**config.mk**
```make
export PLATFORM = sky130hd
export DESIGN_NAME = fan_mode_ramp_ctrl
export DESIGN_NICKNAME = d
export VERILOG_FILES = /design/src/rtl/fan_pkg.sv /design/src/rtl/fan_pwm_gen.sv /design/src/rtl/fan_mode_ramp_ctrl.sv
export SDC_FILE = /design/constraint.sdc
export NUM_CORES = 1
export LEC_CHECK = 0
export ABC_AREA = 1
export CAP_MARGIN = 20
export CORE_MARGIN = 1.5
export CORE_UTILIZATION = 50
export DETAILED_ROUTE_END_ITERATION = 7
export DONT_BUFFER_PORTS = 1
export SETUP_SLACK_MARGIN = 0.1
export SYNTH_ARGS = -nofsm -noshare
export SYNTH_HDL_FRONTEND = slang
export SYNTH_SLANG_ARGS = --single-unit
```
**constraint.sdc**
```tcl
create_clock -name clk -period 6.5 [get_ports clk]
set_input_delay 0.65 -clock clk [delete_from_list [all_inputs] [get_ports clk]]
set_output_delay 0.65 -clock clk [all_outputs]
set_load 0.005 [all_outputs]
```
**src/rtl/fan_pkg.sv**
```systemverilog
// Shared definitions for the fan mode/ramp controller slice.
//   DUTY_W_DEF      default duty / PWM counter width
//   MODE_DEFAULT    index of the power-on mode
//   LED_*_DEF       default bar-graph geometry
//   mode_onehot()   one-hot vector from a mode index
//   led_thresh()    duty threshold of bar LED i
package fan_pkg;

  localparam int DUTY_W_DEF   = 8;
  localparam int MODE_DEFAULT = 0;
  localparam int MAX_MODES    = 32;

  localparam int LED_N_DEF    = 8;
  localparam int LED_BASE_DEF = 80;
  localparam int LED_STEP_DEF = 25;

  function automatic logic [MAX_MODES-1:0] mode_onehot(input int unsigned idx);
    return MAX_MODES'(1) << idx;
  endfunction

  function automatic int led_thresh(input int base, input int step, input int i);
    return base + i * step;
  endfunction

endpackage

```
**src/rtl/fan_pwm_gen.sv**
```systemverilog
// Motor PWM generator with a period-boundary duty latch.
//   clk, reset_n : clock, synchronous active-low reset
//   duty         : requested duty, sampled only when the counter wraps
//   pause        : level, forces pwm low on the next edge
//   pwm          : registered PWM output
// The counter runs 0..2^DUTY_W-2, so duty 0 is constant low and duty
// all-ones is constant high.
module fan_pwm_gen
  import fan_pkg::*;
#(
  parameter int DUTY_W = DUTY_W_DEF
) (
  input  logic              clk,
  input  logic              reset_n,
  input  logic [DUTY_W-1:0] duty,
  input  logic              pause,
  output logic              pwm
);

  localparam logic [DUTY_W-1:0] CNT_LAST = DUTY_W'((1 << DUTY_W) - 2);

  logic [DUTY_W-1:0] cnt_p0;
  logic [DUTY_W-1:0] lat_p0;

  // Stage p0: period counter, latched duty, registered compare
  always_ff @(posedge clk) begin
    if (!reset_n) begin
      cnt_p0 <= '0;
      lat_p0 <= '0;
      pwm    <= 1'b0;
    end else begin
      pwm <= (cnt_p0 < lat_p0) && !pause;
      if (cnt_p0 == CNT_LAST) begin
        cnt_p0 <= '0;
        lat_p0 <= duty;
      end else begin
        cnt_p0 <= cnt_p0 + 1'b1;
      end
    end
  end

endmodule

```
**src/rtl/fan_mode_ramp_ctrl.sv**
```systemverilog
// Fan top-level mode selector with slew-limited duty, PWM and LEDs.
//   clk, reset_n   : clock, synchronous active-low reset
//   short_press    : one-cycle pulse, debounced short press
//   long_press     : one-cycle pulse, debounced long press
//   pause          : level, forces pwm_out low
//   mode_duty      : packed commanded duties, mode k at [k*DUTY_W +: DUTY_W]
//   mode_en        : one-hot enable to the mode controllers
//   duty_out       : ramped duty actually applied
//   pwm_out        : motor PWM
//   ramp_busy      : duty_out differs from the current target (combinational)
//   led_bar        : speed bar graph
//   mode_led       : current mode indicator, dark when off in mode 0
module fan_mode_ramp_ctrl
  import fan_pkg::*;
#(
  parameter int NUM_MODES = 3,
  parameter int DUTY_W    = DUTY_W_DEF,
  parameter int RAMP_DIV  = 1000,
  parameter bit HARD_STOP = 1'b1,
  parameter int LED_N     = LED_N_DEF,
  parameter int LED_BASE  = LED_BASE_DEF,
  parameter int LED_STEP  = LED_STEP_DEF
) (
  input  logic                        clk,
  input  logic                        reset_n,
  input  logic                        short_press,
  input  logic                        long_press,
  input  logic                        pause,
  input  logic [NUM_MODES*DUTY_W-1:0] mode_duty,
  output logic [NUM_MODES-1:0]        mode_en,
  output logic [DUTY_W-1:0]           duty_out,
  output logic                        pwm_out,
  output logic                        ramp_busy,
  output logic [LED_N-1:0]            led_bar,
  output logic [NUM_MODES-1:0]        mode_led
);

  localparam int IDX_W = $clog2(NUM_MODES);
  localparam int DIV_W = (RAMP_DIV > 1) ? $clog2(RAMP_DIV) : 1;
  localparam int TH_W  = DUTY_W + 8;

  localparam logic [IDX_W-1:0]  IDX_DEF  = IDX_W'(MODE_DEFAULT);
  localparam logic [IDX_W-1:0]  IDX_LAST = IDX_W'(NUM_MODES - 1);
  localparam logic [DIV_W-1:0]  DIV_LAST = DIV_W'(RAMP_DIV - 1);
  localparam logic [DUTY_W-1:0] DUTY_MAX = '1;

  logic [IDX_W-1:0]  idx_p0, idx_nxt;
  logic [DUTY_W-1:0] duty_p0, duty_nxt;
  logic [DUTY_W-1:0] tgt_prev_p0, target;
  logic [DIV_W-1:0]  div_p0, div_nxt, div_eff;
  logic [LED_N-1:0]  led_nxt;

  always_comb begin
    target = '0;
    for (int k = 0; k < NUM_MODES; k++) begin
      if (idx_p0 == IDX_W'(k)) target = mode_duty[k*DUTY_W +: DUTY_W];
    end
  end

  // Losing power in a non-default mode beats any press; presses are ignored
  // while the default mode itself is powered off.
  always_comb begin
    idx_nxt = idx_p0;
    if (idx_p0 != IDX_DEF) begin
      if (target == '0)     idx_nxt = IDX_DEF;
      else if (short_press) idx_nxt = IDX_DEF;
      else if (long_press)  idx_nxt = (idx_p0 == IDX_LAST) ? IDX_W'(1) : idx_p0 + 1'b1;
    end else if (target != '0) begin
      if (short_press)      idx_nxt = IDX_W'(1);
      else if (long_press)  idx_nxt = IDX_LAST;
    end
  end

  // A target change makes the current cycle count as divider phase 0.
  always_comb begin
    duty_nxt = duty_p0;
    div_nxt  = '0;
    div_eff  = (target != tgt_prev_p0) ? '0 : div_p0;
    if (HARD_STOP && (target == '0)) begin
      duty_nxt = '0;
    end else if (duty_p0 != target) begin
      if (div_eff == DIV_LAST)
        duty_nxt = (duty_p0 < target) ? duty_p0 + 1'b1 : duty_p0 - 1'b1;
      else
        div_nxt = div_eff + 1'b1;
    end
  end

  // Thresholds beyond the duty range leave their LED dark, except the top
  // LED, which also marks full duty.
  for (genvar i = 0; i < LED_N; i++) begin : g_led
    localparam logic [TH_W-1:0] TH = TH_W'(led_thresh(LED_BASE, LED_STEP, i));
    if (i == LED_N - 1) begin : g_top
      assign led_nxt[i] = ({8'd0, duty_nxt} >= TH) || (duty_nxt == DUTY_MAX);
    end else begin : g_mid
      assign led_nxt[i] = ({8'd0, duty_nxt} >= TH);
    end
  end

  // Stage p0: mode index, ramp state and registered indicators
  always_ff @(posedge clk) begin
    if (!reset_n) begin
      idx_p0      <= IDX_DEF;
      duty_p0     <= '0;
      div_p0      <= '0;
      tgt_prev_p0 <= '0;
      mode_en     <= NUM_MODES'(1);
      led_bar     <= '0;
      mode_led    <= '0;
    end else begin
      idx_p0      <= idx_nxt;
      duty_p0     <= duty_nxt;
      div_p0      <= div_nxt;
      tgt_prev_p0 <= target;
      mode_en     <= NUM_MODES'(mode_onehot(32'(idx_nxt)));
      led_bar     <= led_nxt;
      mode_led    <= ((idx_nxt == IDX_DEF) && (duty_nxt == '0)) ?
                     '0 : NUM_MODES'(mode_onehot(32'(idx_nxt)));
    end
  end

  assign duty_out  = duty_p0;
  assign ramp_busy = (duty_p0 != target);

  fan_pwm_gen #(
    .DUTY_W (DUTY_W)
  ) u_pwm (
    .clk     (clk),
    .reset_n (reset_n),
    .duty    (duty_p0),
    .pause   (pause),
    .pwm     (pwm_out)
  );

endmodule
```
### Word level (Yosys, flattened, before mapping)

Cells that the tools add are included.

* memories kept: 0
* output and inout port bits: 24
* memory bits (writable): 0
* register bits after elaboration: 59
* ROM bits: 0
* bits in latches: 0
* word-level logic and storage cells: 64
* input bits: 29

* bitwise operators: 2
* div/mod/pow operators: 0
* eq/ne operators: 7
* magnitude comparators: 10
* shift-type cells: 1
* reductions and logical operators: 13
* multiplexer cells: 16
* multiply operators: 0
* $add $sub $neg: 5

Operators by type and width (number)
* $mux 8: 7
* $ge 8x8->1 const B: 6
* $add 8x1->8 const B: 2
* $eq 8x8->1 const B: 2
* $ge 8x7->1 const B: 2
* $logic_not 8->1: 2
* $lt 8x8->1: 2
* $mux 2: 8
* $ne 8x8->1: 2
* $add 10x1->10 const B: 1
* $eq 10x10->1 const B: 1
* $mux 10: 1
* $reduce_bool 8->1: 1
* $sub 8x1->8 const B: 1
* $logic_not 2->1: 2
* $reduce_or 2->1: 2
* $reduce_or 4->1: 1
* $shl 1x2->3 const A: 1
* $add 2x1->2 const B: 1
* $eq 2x1->1 const B: 1
* $eq 2x2->1 const B: 1
* $logic_and 1x1->1: 2
* $not 1->1: 2
* $reduce_bool 2->1: 1
* other kinds (2): 2

### Logic depth before layout (Yosys ltp)

Gate-level depths: netlist of the first run.

* depth after elaboration: 13
* gate-level depth with buffers: 26
* gate-level depth less buffers: 25

### Hierarchy

From an unflattened synthesis of the first run, not the netlist that was laid out.

* cell total of the unflattened synthesis: 487
* area, all modules: 3448.3 µm²

Modules (own cells, without submodules)
* fan_mode_ramp_ctrl: cells an instance 385, seq. area each 840.8 µm², area each 2611.3 µm², instances 1
* fan_pwm_gen: cells an instance 102, seq. area each 340.3 µm², area each 837.1 µm², instances 1

### Worst setup path before layout of the first run

No wires, ideal clock.

* kind: input-to-reg
* start point: in mode_duty[17]
* end point: reg led_bar[6]
* path slack: 3.111 ns
* arrival time: 3.311 ns
* required time: 6.422 ns
* setup time: 0.078 ns
* buffers on the path: 0
* stages: 23
* cell sequence: nand3_1 nand3_1 inv_2 ha_1 inv_1 nor2_1 o21ai_0 nand2_1 nand2_1 nand2_1 ha_1 a21oi_1 o21ai_0 nand2_1 nand2_1 a21oi_1 xor2_1 nand4_1 nand2_1 nand2_2 nor2_2 nand2_1 nor3_1

* word-level cells in the longest chain between the ends: 8
* elaborated cells on any way between the ends: 12
* those cells by class: 2 x order compare; 3 x eq/ne; 6 x mux; 1 x reduce/logical

RTL lines
* start: declaration: RTL line fan_mode_ramp_ctrl.sv:29 `input logic [NUM_MODES*DUTY_W-1:0] mode_duty,`
* $mux 8 (*): RTL line fan_mode_ramp_ctrl.sv:56 `if (idx_p0 == IDX_W'(k)) target = mode_duty[k*DUTY_W +: DUTY_W];`
* $ne 8x8->1: RTL line fan_mode_ramp_ctrl.sv:78 `div_eff = (target != tgt_prev_p0) ? '0 : div_p0;`
* $mux 10: RTL line fan_mode_ramp_ctrl.sv:78
* $eq 10x10->1: RTL line fan_mode_ramp_ctrl.sv:82 `if (div_eff == DIV_LAST)`
* $mux 8: RTL line fan_mode_ramp_ctrl.sv:82
* $mux 8: RTL line fan_mode_ramp_ctrl.sv:81 `end else if (duty_p0 != target) begin`
* $mux 8 (*): RTL line fan_mode_ramp_ctrl.sv:79 `if (HARD_STOP && (target == '0)) begin`
* $ge 8x8->1 (*): RTL line fan_mode_ramp_ctrl.sv:96 `assign led_nxt[i] = ({8'd0, duty_nxt} >= TH);`
* end signal: assignment: RTL line fan_mode_ramp_ctrl.sv:116 `led_bar <= led_nxt;`
* end: declaration: RTL line fan_mode_ramp_ctrl.sv:34 `output logic [LED_N-1:0] led_bar,`

Mark *: on every way between the ends. The rest lies on a longest branch, timed or not.
A chain may end at the register's enable or synchronous reset.

### Worst setup path after layout of the first run

* start point: reg idx_p0[0]
* end point: reg led_bar[6]

* word-level cells in the longest chain between the ends: 11
* elaborated cells on any way between the ends: 17
* those cells by class: 2 x order compare; 5 x eq/ne; 8 x mux; 2 x reduce/logical

RTL lines
* start: declaration: RTL line fan_mode_ramp_ctrl.sv:47 `logic [IDX_W-1:0] idx_p0, idx_nxt;`
* start signal: assignment: RTL line fan_mode_ramp_ctrl.sv:111 `idx_p0 <= idx_nxt;`
* $logic_not 2->1: RTL line fan_mode_ramp_ctrl.sv:56
* $mux 8 (2 in a row): RTL line fan_mode_ramp_ctrl.sv:56
* $mux 8 (*): RTL line fan_mode_ramp_ctrl.sv:56
* $ne 8x8->1: RTL line fan_mode_ramp_ctrl.sv:78
* $mux 10: RTL line fan_mode_ramp_ctrl.sv:78
* $eq 10x10->1: RTL line fan_mode_ramp_ctrl.sv:82
* $mux 8: RTL line fan_mode_ramp_ctrl.sv:82
* $mux 8: RTL line fan_mode_ramp_ctrl.sv:81
* $mux 8 (*): RTL line fan_mode_ramp_ctrl.sv:79
* $ge 8x8->1 (*): RTL line fan_mode_ramp_ctrl.sv:96

Marked as above.

==> results of run 1 <==
-- metrics by stage --
step	instances	power, mW	cell area [µm²]
after CTS	593	0.814	3730
after detailed placement	577	0.484	3530
after global placement	577	0.481	3530
after global routing	593	0.846	3730
after floorplan	503	0.466	3460
final	593	0.805	3730
-- layout make-up --
type,count,area [µm²],share of cell area (%)
Clock buffer,11,141,3.79
Sequential cell,59,1180,31.7
Inverter,87,327,8.76
Tap cell,80,100,2.69
Multi-Input combinational cell,351,1930,51.7
Clock inverter,5,52.6,1.41
-- synthesized netlist by cell type, types with 2 or more instances --
cell,n
clkbuf_1,4
a21oi_1,33
o21ai_0,17
nor2_1,56
ha_1,25
o21ai_1,3
nand2_1,106
a31oi_1,2
buf_4,2
inv_1,75
nor2_4,5
nand4_1,26
nor3_1,4
nor4_1,3
clkinv_1,2
nand3_2,2
nand3_1,41
xnor2_1,2
nor2_2,4
xor2_1,8
inv_2,10
dfxtp_1,59
-- state kept, by name, summed over array words and instances (netlist names) --
| register | flops |
|---|---|
| u_pwm.lat_p0 | 8 |
| mode_led | 3 |
| u_pwm.pwm | 1 |
| mode_en | 3 |
| duty_out | 8 |
| u_pwm.cnt_p0 | 8 |
| idx_p0 | 2 |
| tgt_prev_p0 | 8 |
| led_bar | 8 |
| div_p0 | 10 |
-- kinds of logic after synthesis --
kind of cell,count (synthesis)
flops,59
simple gates,253
fa+ha+maj,26
xor+xnor,10
compound gates,62
buf+inv,93
-- metal layers --
| layer | vias to the layer above | share of wire (%) | global-route usage (%) |
|---|---|---|---|
| met4 | 0 | 0.97 | 5.72 |
| met5 | - | 0 | 0 |
| met1 | 1493 | 50 | 30.0 |
| met3 | 9 | 4.4 | 5.71 |
| met2 | 48 | 45 | 39.2 |
| li1 | 1646 | - | - |
-- where the power goes --
| part | total [mW] | switching (mW) | internal [mW] |
|---|---|---|---|
| logic | 0.0921 | 0.0611 | 0.0310 |
| clock network | 0.331 | 0.145 | 0.186 |
| registers | 0.383 | 0.0103 | 0.372 |
-- final timing paths --
kind                           to       startpoint  cells after the start  slack, ns
setup reg to reg       led_bar[6]        idx_p0[0]                     22       2.48
setup / recovery       led_bar[6]        idx_p0[0]                     22       2.48
hold reg to reg   u_pwm.lat_p0[0]  u_pwm.lat_p0[0]                      2       0.45
hold / removal          u_pwm.pwm            pause                      1       0.39
==> run metrics, run 1 <==
mux share of post-synthesis cell area=0%; crit share post-route=61.8%; Ports=53; Crit path max-delay family=simple AND/OR/NAND/NOR gates; leakage power=1.76 nW; post-synthesis sequential area ratio=34.1%; # diodes=0; Core Box Area=6760 µm²; Slew Limit Fails=0; Crit Path Max Fanout=11; Total Routing Usage GR=23.2%; DRC=0; most numerous cell on the critical path=nand2_1; XOR/XNOR Fraction of Synth Area=2.53%; area grow syn2layout=7.62%; startpoint types=register; count of cells resized by post-cts repair=0; Longest Clk Path Bufs=2; Yosys warnings=0; slowest stage delay, CP=0.63 ns; CP Capture Type=register; Yosys cell types=36; layout cell share with drive strength beyond 1=7.80%; H-tree depth=3; initial drt markers=123; CP bufs+invs=2; Antenna Nets Post-Route=0; largest family of logic cells by synthesized area=simple AND/OR/NAND/NOR gates; top_reg_cell synth=dfxtp_1; Initial DRT Pass Iterations=4; row cnt=30; Initial Util=51.3%; worst clock skew=0.00961 ns; RSZ-0062 raised after global routing=no; WL/cell=13.8 µm; post-synthesis adder-cell area fraction=9.61%; Max Cap Violations=0; type of the worst setup path=register to register; Fin Hold WS=0.391 ns; CTS sink count=59; hold buffers post-CTS=0; CP cell instances=inv_2, nand3_1, nand3_2, inv_1, ha_1, nand2_1, a21oi_1, a211oi_1, nand2_1, ha_1, a21oi_1, o21ai_0, nand2_1, nand2_1, a21oi_1, xor2_1, nand4_1, nand2_1, nand2_2, nor2_2, nand2_1, nor3_1; Post-synth EDFFs=0; Slowest-stage cell, CP=dfxtp_1; Synth top area share=34.1%; Synth Area in Compound Gates=9.57%; Setup TNS Final=0 ns; Fin. Hold Viols=0; syn_area_per_cell=6.89 µm²; Port Buffer Count=0; Post-DP HPWL=6.22 mm; Root Buffer=clkbuf_8; Post-Route WL=8.16 mm; post-layout util=55.2%; post-synth net total=558; layout filler cell count=689; Die Ht=86.2 µm; Rel. slew slack=48.0%; Peak supply drop=0.124 mV; fmax=0.249 GHz; Power Dens Cells=216 nW/µm²; WP data required=6.76 ns; DR vias/cell=5.39; crit path time final=4.02 ns; pre-CTS setup slack=2.53 ns; Gate Count Post-Synth=503; number of global-route vias before repair=2,937; largest net degree at the start of global routing=20; CTS Buf Count=9; Synth Cell Area=3460 µm²; Area contributors post-synth=dfxtp_1 34%, nand2_1 11%, ha_1 9.0%; most common cell after layout, fill and taps aside=nand2_1; post-CTS setup buffer count=0; DR vias=3,196; die area=7430 µm²; outcome=finished, final reports clean; area leader, netlist=dfxtp_1; initial antenna violation count=0; final setup vio count=0; gr ovfl total=0; most frequent cells in the layout=106 x nand2_1, 75 x inv_1, 59 x dfxtp_1; simple-gate share of the synthesized area=33.9%; Die Span X=86.2 µm; Worst-path clk slew=0.07 ns; FFs w/ async S/R, synth=0%; CTS tree=yes; nets@finish=563; Arrival @ worst endpoint=4.27 ns; Hold/Removal Path Class=input pin to register; slew at the pin with the worst max-slew slack=0.773 ns; Clock Latency Late Sink=0.33 ns; Setup WS post-layout=2.48 ns; GPL Wtd Cong=0.919; Synth Register Bits=59; first-pass GRT wire length=13.6 mm
Power figures use the tool's default switching activity.
==> run 2: changes to the inputs <==
==> constraint.sdc (replaced) <==
create_clock -name clk -period 3.7 [get_ports clk]
set_input_delay 0.37 -clock clk [delete_from_list [all_inputs] [get_ports clk]]
set_output_delay 0.37 -clock clk [all_outputs]
set_load 0.005 [all_outputs]
==> run 2 against run 1 <==
  * Combinational power increased by 150%
  * Non-clock buffer count increased by 37
  * Via count increased by 5.8%
  * Clock power increased by 83%
  * Critical path depth increased by 3
  * Sequential share of layout area decreased by 4.4 points
  * Register-to-register slack got worse by 2.3 ns
  * Sequential cell count unchanged
  * Sequential power increased by 75%
  * Final cell count increased by 5.9%
  * Fmax increased by 16%
==> run metrics, run 2 (synthesized netlist as in run 1, its figures left out) <==
outcome=finished, final reports clean; leakage power=1.96 nW; Die Ht=86.2 µm; placed insts=602; Rel. slew slack=59.6%; pre-CTS setup slack=-0.0944 ns; crit share post-route=94.0%; Crit Path Max Fanout=8; row cnt=30; Post-Route WL=9.14 mm; layout cell share with drive strength beyond 1=25.0%; Port Buffer Count=0; Arrival @ worst endpoint=3.76 ns; most flop-heavy register=div_p0; layout filler cell count=620; GPL Wtd Cong=0.895; gr ovfl total=0; DR top layer=met4; Initial Util=51.3%; H-tree depth=3; slew at the pin with the worst max-slew slack=0.603 ns; Clock Latency Late Sink=0.34 ns; WL/cell=14.5 µm; met3 wire len=489 µm; RSZ-0062 raised after global routing=yes; DR vias=3,381; nets@finish=600; fmax=0.288 GHz; Worst-path clk slew=0.07 ns; first-pass GRT wire length=14.0 mm; worst clock skew=0.0111 ns; DRC=0; type of the worst setup path=register to register; Hold/Removal Path Class=input pin to register; crit path time final=3.48 ns; largest net degree at the start of global routing=20; number of global-route vias before repair=3,065; Post-DP HPWL=6.39 mm; CTS Buf Count=9; area grow syn2layout=25.8%; most frequent cells in the layout=93 x nand2_1, 68 x inv_1, 57 x dfxtp_1; Die Span X=86.2 µm; Antenna Nets Post-Route=0; startpoint types=register; Root Buffer=clkbuf_8; Core Box Area=6760 µm²; final setup vio count=0; most common cell after layout, fill and taps aside=nand2_1; Peak supply drop=0.335 mV; CTS sink count=59; Initial DRT Pass Iterations=4; hold buffers post-CTS=0; initial drt markers=98; initial antenna violation count=0; Ports=53; Total Routing Usage GR=24.2%; Longest Clk Path Bufs=2; max reg flops=10; # diodes=0; Fin. Hold Viols=0; Setup WS post-layout=0.223 ns; Slowest-stage cell, CP=dfxtp_4; wl on met1=4.23 mm; most numerous cell on the critical path=nand2_1; Slew Limit Fails=0; Max Cap Violations=0; DR vias/cell=5.38; Cell Count, Final, Fillers Out=628; die area=7430 µm²; Power Dens Cells=345 nW/µm²; CTS tree=yes; slowest stage delay, CP=0.38 ns; WL met2=4.30 mm; CP Capture Type=register; WP data required=3.99 ns
run 2: cell types whose count changed in the layout (fill, tap and decap cells not counted), sizes merged:
| cell | previous run | this run |
|---|---|---|
| buf | 0 | 37 |
| clkinv | 5 | 3 |
| clkbuf | 11 | 12 |
| clkinvlp | 1 | 0 |
run 2: layer usage:
| layer | vias up | global-route usage [%] |
|---|---|---|
| met1 | 1573 | 32.1 |
| met5 | - | 0 |
| met2 | 77 | 38.8 |
| met3 | 10 | 6.57 |
| li1 | 1721 | - |
| met4 | 0 | 6.60 |
run 2: repair_timing:
action | 4_1_cts | 5_1_grt
resized for setup | 6 | 77
pin swaps | 2 | 33
setup endpoints to repair | 11 | 12
buffers inserted | 2 | 10
run 2: cell type report:
type	count	area, µm²	area share (%)
clock buffers	12	165	3.79
clock inverters	2	35.0	0.804
well taps	80	100	2.30
inverters	87	332	7.61
multi-input cells	351	2250	51.6
repair buffers	37	289	6.63
flip-flops and latches	59	1190	27.3
run 2: worst paths after layout:
kind                    from              end  slack [ns]  cells past startpoint
min                    pause        u_pwm.pwm        0.11                      1
max reg2reg        idx_p0[0]       led_bar[2]        0.22                     25
max                idx_p0[0]       led_bar[2]        0.22                     25
min reg2reg  u_pwm.lat_p0[0]  u_pwm.lat_p0[0]        0.45                      2
run 2: critical path, delay by kind of cell, from the launching register on:
kind / cells / cell delay, ns
simple gates: 15 / 1.62
fa+ha+maj: 2 / 0.67
flops: 1 / 0.38
buf+inv: 4 / 0.31
compound gates: 3 / 0.28
xor+xnor: 1 / 0.14
run 2: through the flow:
stage          setup TNS [ns]  hold WS [ns]  cell area (µm²)  total power, mW  util (%)
2_1_floorplan               0         0.421             3460            0.819         -
3_3_place_gp          -0.0302         0.439             3720            0.866      55.1
3_5_place_dp           -0.448         0.435             3720            0.871      55.1
4_1_cts                     0         0.105             3960             1.48      58.6
5_1_grt               -0.0817        0.0942             4360             1.58      64.5
6_report                    0         0.115             4360             1.50      64.5
run 2: power by group:
part	switching, mW	total [mW]	internal (mW)
clock network	0.247	0.605	0.358
logic	0.135	0.226	0.0918
registers	0.0162	0.671	0.654
==> run 3: changes to the inputs <==
--- a/config.mk
+++ b/config.mk
@@ -11,7 +11,7 @@
 export CORE_UTILIZATION = 50
 export DETAILED_ROUTE_END_ITERATION = 7
 export DONT_BUFFER_PORTS = 1
-export SETUP_SLACK_MARGIN = 0.1
+export PLACE_DENSITY = 0.68
 export SYNTH_ARGS = -nofsm -noshare
 export SYNTH_HDL_FRONTEND = slang
 export SYNTH_SLANG_ARGS = --single-unit
==> constraint.sdc (replaced) <==
create_clock -name clk -period 3.13 [get_ports clk]
set_input_delay 0.313 -clock clk [delete_from_list [all_inputs] [get_ports clk]]
set_output_delay 0.313 -clock clk [all_outputs]
set_load 0.005 [all_outputs]
==> run 3 against run 2 <==
  * Register-to-register slack got worse by 0.48 ns
  * Sequential power rose by 18%
  * Combinational power rose by 49%
  * Critical path depth fell by 1
  * Worst hold slack got worse by 0.074 ns
  * Clock-buffer cell count did not move
  * Via count rose by 8.6%
  * The run now ends with setup timing left
  * Final area rose by 11%
  * First-iteration DRC count rose by 52%
==> run metrics, run 3 (synthesized netlist as in run 1, its figures left out) <==
worst clock skew=0.0100 ns; Clock Latency Late Sink=0.35 ns; leakage power=2.25 nW; Sequential Power Share=40.8%; hold buffers post-CTS=0; most frequent cells in the layout=90 x nand2_1, 83 x buf_4, 68 x inv_1; Peak supply drop=0.314 mV; CTS sink count=59; Port Buffer Count=0; largest net degree at the start of global routing=20; Hold/Removal Path Class=input pin to register; Total Routing Usage GR=26.2%; initial antenna violation count=0; DR vias=3,673; Initial Util=51.3%; first-pass GRT wire length=15.3 mm; Setup WS post-layout=-0.261 ns; number of global-route vias before repair=3,328; nets@finish=651; pre-CTS setup slack=-0.428 ns; row cnt=30; Post-Route WL=9.64 mm; # diodes=0; RR Startpoint=idx_p0[1]; type of the worst setup path=register to register; die area=7430 µm²; startpoint types=register; Core Box Area=6760 µm²; WP data required=3.37 ns; final setup vio count=15; placed cell area=4170 µm²; initial drt markers=149; CTS tree=yes; Initial DRT Pass Iterations=4; Root Buffer=clkbuf_8; crit path time final=3.39 ns; Longest Clk Path Bufs=2; Pint=1.42 mW; DR vias/cell=5.39; reg2reg end=led_bar[2]; Worst R2R Path Depth=24; WL/cell=14.2 µm; H-tree depth=3; Post-DP HPWL=6.72 mm; CTS Buf Count=9; GPL Wtd Cong=0.895; most common cell after layout, fill and taps aside=nand2_1; Comb power frac=17.3%; RSZ-0062 raised after global routing=yes; crit share post-route=108%; Die Span X=86.2 µm; Fin. Hold Viols=0; Rel. slew slack=57.9%; Antenna Nets Post-Route=0; Clk pwr share=41.8%; R2R setup slack=-0.26 ns; Slew Limit Fails=0; DRC=0; Arrival @ worst endpoint=3.63 ns; Die Ht=86.2 µm; layout filler cell count=539; Worst Setup SP=idx_p0[1]; most flop-heavy register=div_p0; Net Sw Frac=26.8%; Final Instance Area=4850 µm²; layout cell share with drive strength beyond 1=32.4%; Critical Path End=led_bar[2]; CP Capture Type=register; net load switching power=518 µW; Worst-path clk slew=0.07 ns; outcome=complete, but fails checks; fmax=0.295 GHz; violated checks=setup timing; max reg flops=10; Max Cap Violations=0; Ports=53; slew at the pin with the worst max-slew slack=0.627 ns; gr ovfl total=0; Power Dens Cells=399 nW/µm²; Crit Path Max Fanout=8; area grow syn2layout=40.0%
## run 3: cell count changes in the layout (fill, tap and decap cells not counted), sizes merged
cell / previous run / this run
buf: 37 / 88
clkinvlp: 0 / 1
bufinv: 1 / 2
## run 3: critical path, stage by stage, from the launching register on
cell and delay (ns):
dfxtp_4 0.37, nor2_4 0.14, buf_6 0.15, nand2_4 0.06
nand3_4 0.08, inv_4 0.05, ha_4 0.23, nand2_2 0.07
a21oi_2 0.04, a211oi_4 0.27, nand2_8 0.17, ha_4 0.32
inv_1 0.07, o31ai_2 0.24, a21oi_2 0.07, or2_4 0.23
nand2_2 0.06, inv_1 0.04, nand4_1 0.09, nand2_2 0.08
nand3_4 0.10, inv_1 0.10, nand2_2 0.10, buf_4 0.11
nand2_1 0.04
## run 3: what timing repair did
item                                   in CTS  in global routing
setup endpoints to repair                  15                 27
endpoints found under the hold margin       0                  0
pin swaps                                  21                 27
gates resized for setup                    44                 30
buffers inserted                           14                  6
## run 3: cell type report
type	count	area, µm²	share of cell area [%]
Clock inverter	4	72.6	1.50
Sequential cell	59	1190	24.5
Inverter	87	337	6.94
Clock buffer	12	155	3.20
Multi-Input combinational cell	351	2320	47.8
Timing Repair Buffer	88	679	14.0
Tap cell	80	100	2.06
## run 3: worst min-delay path by stage
stage / start / end / slack [ns] / depth (start not counted)
detailed placement: pause / u_pwm.pwm / 0.40 / 1
global route: pause / u_pwm.pwm / 0.03 / 1
finish: pause / u_pwm.pwm / 0.04 / 1
global placement: pause / u_pwm.pwm / 0.40 / 1
CTS: pause / u_pwm.pwm / 0.03 / 1
floorplan: pause / u_pwm.pwm / 0.39 / 1
## run 3: per-layer routing
metal / part of all wire [%] / vias up / wire length (µm) / track usage [%]
li1: - / 1823 / - / -
met1: 43 / 1720 / 4130 / 32.0
met2: 49 / 109 / 4720 / 44.5
met3: 5.9 / 21 / 566 / 5.62
met4: 2.3 / 0 / 221 / 11.6
met5: 0 / - / 0 / 0
## run 3: metrics by stage
step                      power [mW]  hold WS [ns]  utilization (%)  instances  TNS [ns]
after floorplan                0.976         0.392                -        503    -0.234
after CTS                       1.92        0.0318             69.6        675     -1.64
after detailed placement        1.06         0.403             61.7        645     -3.75
after global placement          1.05         0.404             61.7        645     -2.45
final                           1.94        0.0407             71.8        681     -2.03
after global routing            2.02        0.0320             71.8        681     -6.26
## run 3: power groups by stage
stage                     combinational [mW]  clock [mW]  sequential, mW
after floorplan                        0.174           0           0.803
after global placement                 0.246           0           0.808
after detailed placement               0.255           0           0.809
after CTS                              0.315       0.816           0.791
after global routing                   0.373       0.848           0.794
final                                  0.336       0.811           0.791
